$ cat src/rtl/button_event_decoder_if.sv
// Button level in, single-cycle event strobes out, between the debouncer
// and the stopwatch control FSM.
interface button_event_decoder_if;
    logic button_state;
    logic repeat_en;
    logic press_pulse;
    logic release_pulse;
    logic click_pulse;
    logic long_pulse;
    logic repeat_pulse;
    logic held;

    modport master (
        output button_state, repeat_en,
        input  press_pulse, release_pulse, click_pulse, long_pulse, repeat_pulse, held
    );

    modport slave (
        input  button_state, repeat_en,
        output press_pulse, release_pulse, click_pulse, long_pulse, repeat_pulse, held
    );
endinterface

$ cat src/rtl/button_event_decoder.sv
// Turns a debounced button level into press/release/click/long/repeat strobes.
// Every output is registered and changes on the same edge as the state.
module button_event_decoder #(
    parameter int unsigned CNT_W         = 27,
    parameter int unsigned LONG_CYCLES   = 50_000_000,
    parameter int unsigned REPEAT_CYCLES = 10_000_000
) (
    input  logic                  clk,
    input  logic                  rst_n,
    button_event_decoder_if.slave bus
);
    typedef enum logic [1:0] {
        IDLE  = 2'd0,
        SHORT = 2'd1,
        LONG  = 2'd2
    } state_t;

    localparam logic [CNT_W-1:0] LONG_LAST   = CNT_W'(LONG_CYCLES - 1);
    localparam logic [CNT_W-1:0] REPEAT_LAST = CNT_W'(REPEAT_CYCLES - 1);

    state_t           state, state_nxt;
    logic [CNT_W-1:0] cnt, cnt_nxt;
    logic             armed;
    logic             press_q, release_q, click_q, long_q, repeat_q, held_q;
    logic             press_nxt, release_nxt, click_nxt, long_nxt, repeat_nxt;

    always_ff @(posedge clk or negedge rst_n) begin
        if (!rst_n) begin
            state     <= IDLE;
            cnt       <= '0;
            armed     <= 1'b0;
            press_q   <= 1'b0;
            release_q <= 1'b0;
            click_q   <= 1'b0;
            long_q    <= 1'b0;
            repeat_q  <= 1'b0;
            held_q    <= 1'b0;
        end else begin
            state     <= state_nxt;
            cnt       <= cnt_nxt;
            // A button held through reset must be seen released once before it counts.
            armed     <= armed | ~bus.button_state;
            press_q   <= press_nxt;
            release_q <= release_nxt;
            click_q   <= click_nxt;
            long_q    <= long_nxt;
            repeat_q  <= repeat_nxt;
            held_q    <= (state_nxt != IDLE);
        end
    end

    always_comb begin
        state_nxt   = state;
        cnt_nxt     = cnt;
        press_nxt   = 1'b0;
        release_nxt = 1'b0;
        click_nxt   = 1'b0;
        long_nxt    = 1'b0;
        repeat_nxt  = 1'b0;
        unique case (state)
            IDLE: begin
                if (armed && bus.button_state) begin
                    state_nxt = SHORT;
                    cnt_nxt   = '0;
                    press_nxt = 1'b1;
                end
            end
            SHORT: begin
                // Release wins over the long threshold on the same edge.
                if (!bus.button_state) begin
                    state_nxt   = IDLE;
                    release_nxt = 1'b1;
                    click_nxt   = 1'b1;
                end else if (cnt == LONG_LAST) begin
                    state_nxt = LONG;
                    cnt_nxt   = '0;
                    long_nxt  = 1'b1;
                end else begin
                    cnt_nxt = cnt + 1'b1;
                end
            end
            LONG: begin
                if (!bus.button_state) begin
                    state_nxt   = IDLE;
                    release_nxt = 1'b1;
                end else if (cnt == REPEAT_LAST) begin
                    cnt_nxt    = '0;
                    repeat_nxt = bus.repeat_en;
                end else begin
                    cnt_nxt = cnt + 1'b1;
                end
            end
            default: begin
                state_nxt = IDLE;
                cnt_nxt   = '0;
            end
        endcase
    end

    assign bus.press_pulse   = press_q;
    assign bus.release_pulse = release_q;
    assign bus.click_pulse   = click_q;
    assign bus.long_pulse    = long_q;
    assign bus.repeat_pulse  = repeat_q;
    assign bus.held          = held_q;
endmodule

$ cat src/flat_wrapper.sv
// flat-port wrapper written by rule: the top's interface ports become plain ports
module button_event_decoder_flat 
#(
    parameter int unsigned CNT_W         = 27,
    parameter int unsigned LONG_CYCLES   = 50_000_000,
    parameter int unsigned REPEAT_CYCLES = 10_000_000
)
  (clk, rst_n, bus_button_state, bus_repeat_en, bus_press_pulse, bus_release_pulse, bus_click_pulse, bus_long_pulse, bus_repeat_pulse, bus_held);
  button_event_decoder_if bus_i ();
  input  logic clk;
  input  logic rst_n;
  input wire logic [$bits(bus_i.button_state)-1:0] bus_button_state;
  input wire logic [$bits(bus_i.repeat_en)-1:0] bus_repeat_en;
  output wire logic [$bits(bus_i.press_pulse)-1:0] bus_press_pulse;
  output wire logic [$bits(bus_i.release_pulse)-1:0] bus_release_pulse;
  output wire logic [$bits(bus_i.click_pulse)-1:0] bus_click_pulse;
  output wire logic [$bits(bus_i.long_pulse)-1:0] bus_long_pulse;
  output wire logic [$bits(bus_i.repeat_pulse)-1:0] bus_repeat_pulse;
  output wire logic [$bits(bus_i.held)-1:0] bus_held;
  assign bus_i.button_state = bus_button_state;
  assign bus_i.repeat_en = bus_repeat_en;
  assign bus_press_pulse = bus_i.press_pulse;
  assign bus_release_pulse = bus_i.release_pulse;
  assign bus_click_pulse = bus_i.click_pulse;
  assign bus_long_pulse = bus_i.long_pulse;
  assign bus_repeat_pulse = bus_i.repeat_pulse;
  assign bus_held = bus_i.held;
  button_event_decoder #(.CNT_W(CNT_W), .LONG_CYCLES(LONG_CYCLES), .REPEAT_CYCLES(REPEAT_CYCLES)) u_core (.clk(clk), .rst_n(rst_n), .bus(bus_i));
endmodule
$ cat config.mk
export PLATFORM = sky130hd
export DESIGN_NAME = button_event_decoder_flat
export DESIGN_NICKNAME = d
export VERILOG_FILES = /design/src/rtl/button_event_decoder_if.sv /design/src/rtl/button_event_decoder.sv /design/src/flat_wrapper.sv
export SDC_FILE = /design/constraint.sdc
export NUM_CORES = 1
export LEC_CHECK = 0
export BUFFER_PORTS_ARGS = -buffer_cell sky130_fd_sc_hd__buf_2
export CAP_MARGIN = 20
export CORE_ASPECT_RATIO = 1.5
export CORE_UTILIZATION = 50
export DETAILED_ROUTE_END_ITERATION = 6
export PLACE_DENSITY = 0.64
export SLEW_MARGIN = 5
export SYNTH_ARGS = -nofsm -noshare
export SYNTH_HDL_FRONTEND = slang
export SYNTH_SLANG_ARGS = --single-unit
$ cat constraint.sdc
create_clock -name clk -period 6 [get_ports clk]
set_clock_uncertainty 0.1 [all_clocks]
set_input_delay 1.2 -clock clk [delete_from_list [all_inputs] [get_ports clk]]
set_output_delay 1.2 -clock clk [all_outputs]
set_load 0.005 [all_outputs]
==> results.json <==
{
  "status": "finished, final reports clean",
  "hpwlAfterDp_mm": 2.94,
  "seq_area_frac_synth_pct": 45.8,
  "ys_seq_elements": 36,
  "areaGrowthSynthToFinish_pct": 8.77,
  "numCtsBuffers": 5,
  "worstPathRequired_ns": 6.09,
  "clk_pin_slew_worst_paths_ns": 0.07,
  "die_w_um": 53.2,
  "clock_path_buffers": 2,
  "maxCapViolCount": 0,
  "n_antenna_cell": 0,
  "power.density_nw_per_um2": 310,
  "seq_area_um2": 901,
  "max_slew_margin_pct": 39.9,
  "leakagePower_nw": 0.840,
  "min_path_type": "reg -> reg",
  "fin_nets": 231,
  "die_height_um": 78.8,
  "routed_via_density": 5.59,
  "hold_viol": 0,
  "busiest_layer": "met2",
  "cts_tree": "built",
  "synth_top_area_share_pct": 45.8,
  "ir_worst_vdd_mv": 0.239,
  "post_drt_wl_per_cell_um": 15.3,
  "nFillCells": 346,
  "ios": 10,
  "grt_first_pass_wirelength_mm": 6.98,
  "synth.most_common_cell": "dfrtp_1",
  "avgSynthCellArea_um2": 9.33,
  "grt_start_max_net_pins": 37,
  "overflow": 0,
  "setup_violations": 0,
  "yosys_warnings": 0,
  "start_util_pct": 53.0,
  "synth_nets": 220,
  "root_buffer": "clkbuf_8",
  "ys_top_cells_by_area": "dfrtp_1, xnor2_1, nor2_1",
  "track_usage_pct": 22.8,
  "yosysTopAreaCell": "dfrtp_1",
  "place.gp.congestion": 0.747,
  "fin_setup_tns_ns": 0,
  "drive_gt1_share_pct": 16.1,
  "cp-end-kind": "flip-flop",
  "post_cts_resized": 0,
  "hold_buffers": 0,
  "post_synth_inst_count": 211,
  "synth_cell_types": 41,
  "startpoint_type": "flip-flop",
  "ant_nets": 0,
  "cts_sinks": 36,
  "hold_ws_ns": 0.420,
  "synth_commonest_cells": "dfrtp_1, nor2_1, inv_1, nand2_1, nand3_1",
  "grt_use_met1_pct": 26.5,
  "use_met3_pct": 5.75,
  "min_period_over_period_pct": 48.4,
  "routed_wl_mm": 4.08,
  "core_area_um2": 3720,
  "drtPass1Iterations": 4,
  "multi_input_area_um2": 958,
  "cp.arrival_ns": 2.99,
  "max_freq_mhz": 345,
  "synth-edff-count": 0,
  "clock_latency_ns": 0.30,
  "die_area_um2": 4200,
  "rsz0062_at_grt": "no",
  "async_flop_share_pct": 100,
  "fin_crit_ns": 2.90,
  "antenna_found_initial": 0,
  "drc": 0,
  "postCtsSetupRepairBufs": 0,
  "row_count": 27,
  "crit_fanout": 14,
  "met2_usage_pct": 39.5,
  "h-tree-depth": 2,
  "grt_pass1_vias": 1553,
  "first_iter_violations": 66,
  "mappedNetlistArea_um2": 1970,
  "portBuffers": 9,
  "synth_top_flop_cell": "dfrtp_1",
  "crit_type": "reg -> reg",
  "final_max_slew_viol_count": 0,
  "worstMarginPinSlew_ns": 0.896,
  "vias": 1488
}
==> report_power, final <==
part	internal [mW]	switching [mW]
sequential	0.260	0.0136
combinational	0.0615	0.114
clock	0.123	0.0915
total	0.445	0.219
==> cells in the final DEF, fill, tap and decap left out, types with 2 or more instances in the layout <==
master	n
a21o_1	2
nor3_1	9
o311ai_1	2
nand2b_1	3
clkbuf_8	5
nand4b_1	2
ha_1	5
nor2b_1	2
nand3_1	16
and4_1	3
or3_1	3
o21ai_0	2
dfrtp_1	36
nand2_1	19
or2_2	5
a21oi_2	6
inv_1	19
xnor2_1	12
buf_2	9
or3b_2	2
nand4_1	4
nor2_1	24
a21oi_1	5
xor2_1	2
o22ai_1	8
==> metal layers <==
layer  part of all wire, %  wire [µm]  up-vias
met3                   4.0        163        5
li1                      -          -      746
met2                    52       2110       32
met4                   1.5         61        0
met5                     0          0        -
met1                    43       1750      705
==> cells by family after synthesis <==
family / synth area share (%)
buffers and inverters: 5.53
flip-flops: 45.8
AO/OA/AOI/OAI: 12.6
XOR/XNOR: 6.23
adder cells (fa/ha/maj): 3.18
AND/OR/NAND/NOR: 26.7
==> flip-flops by register name, summed over array words and instances (netlist names) <==
name and flops:
u_core.bus.held 1, u_core.state 2, u_core.bus.long_pulse 1, u_core.bus.release_pulse 1, u_core.cnt 27, u_core.armed 1
u_core.bus.press_pulse 1, u_core.bus.click_pulse 1, u_core.bus.repeat_pulse 1
==> worst max-delay path, stage by stage, from the launching register on <==
cell and delay, ns:
dfrtp_1 0.44, ha_1 0.27, and4_1 0.24, nand4b_1 0.17, o21ai_0 0.15, a21boi_2 0.74
nand2b_2 0.34, o311ai_1 0.34
==> through the flow <==
| stage | worst slack (ns) | instances | util, % | instance area [µm²] | power, mW |
|---|---|---|---|---|---|
| after floorplan | 3.40 | 211 | - | 1970 | 0.422 |
| after CTS | 3.12 | 266 | 57.6 | 2140 | 0.670 |
| after global placement | 2.93 | 258 | 54.6 | 2030 | 0.448 |
| after detailed placement | 2.84 | 258 | 54.6 | 2030 | 0.455 |
| final | 3.10 | 266 | 57.6 | 2140 | 0.664 |
| after global routing | 2.91 | 266 | 57.6 | 2140 | 0.700 |
==> final timing paths <==
kind | start | end | slack (ns) | depth (start not counted)
setup / recovery | u_core.cnt[0]$_DFFE_PN0P_ | u_core.cnt[10]$_DFFE_PN0P_ | 3.10 | 7
hold / removal | u_core.armed$_DFF_PN0_ | u_core.armed$_DFF_PN0_ | 0.42 | 1
setup reg to reg | u_core.cnt[0]$_DFFE_PN0P_ | u_core.cnt[10]$_DFFE_PN0P_ | 3.10 | 7
hold reg to reg | u_core.armed$_DFF_PN0_ | u_core.armed$_DFF_PN0_ | 0.42 | 1
max in group asynchronous | rst_n | u_core.cnt[17]$_DFFE_PN0P_ | 4.40 | 1
min in group asynchronous | rst_n | u_core.cnt[5]$_DFFE_PN0P_ | 0.89 | 1
==> cell type report <==
cell class | count | share of cell area [%]
sequential | 36 | 42.1
inverter | 19 | 3.33
clock inverter | 3 | 1.99
tap | 43 | 2.51
multi-input combinational | 151 | 44.8
timing repair buffer | 9 | 2.10
clock buffer | 5 | 3.21
(Power assumes the default switching activity.)
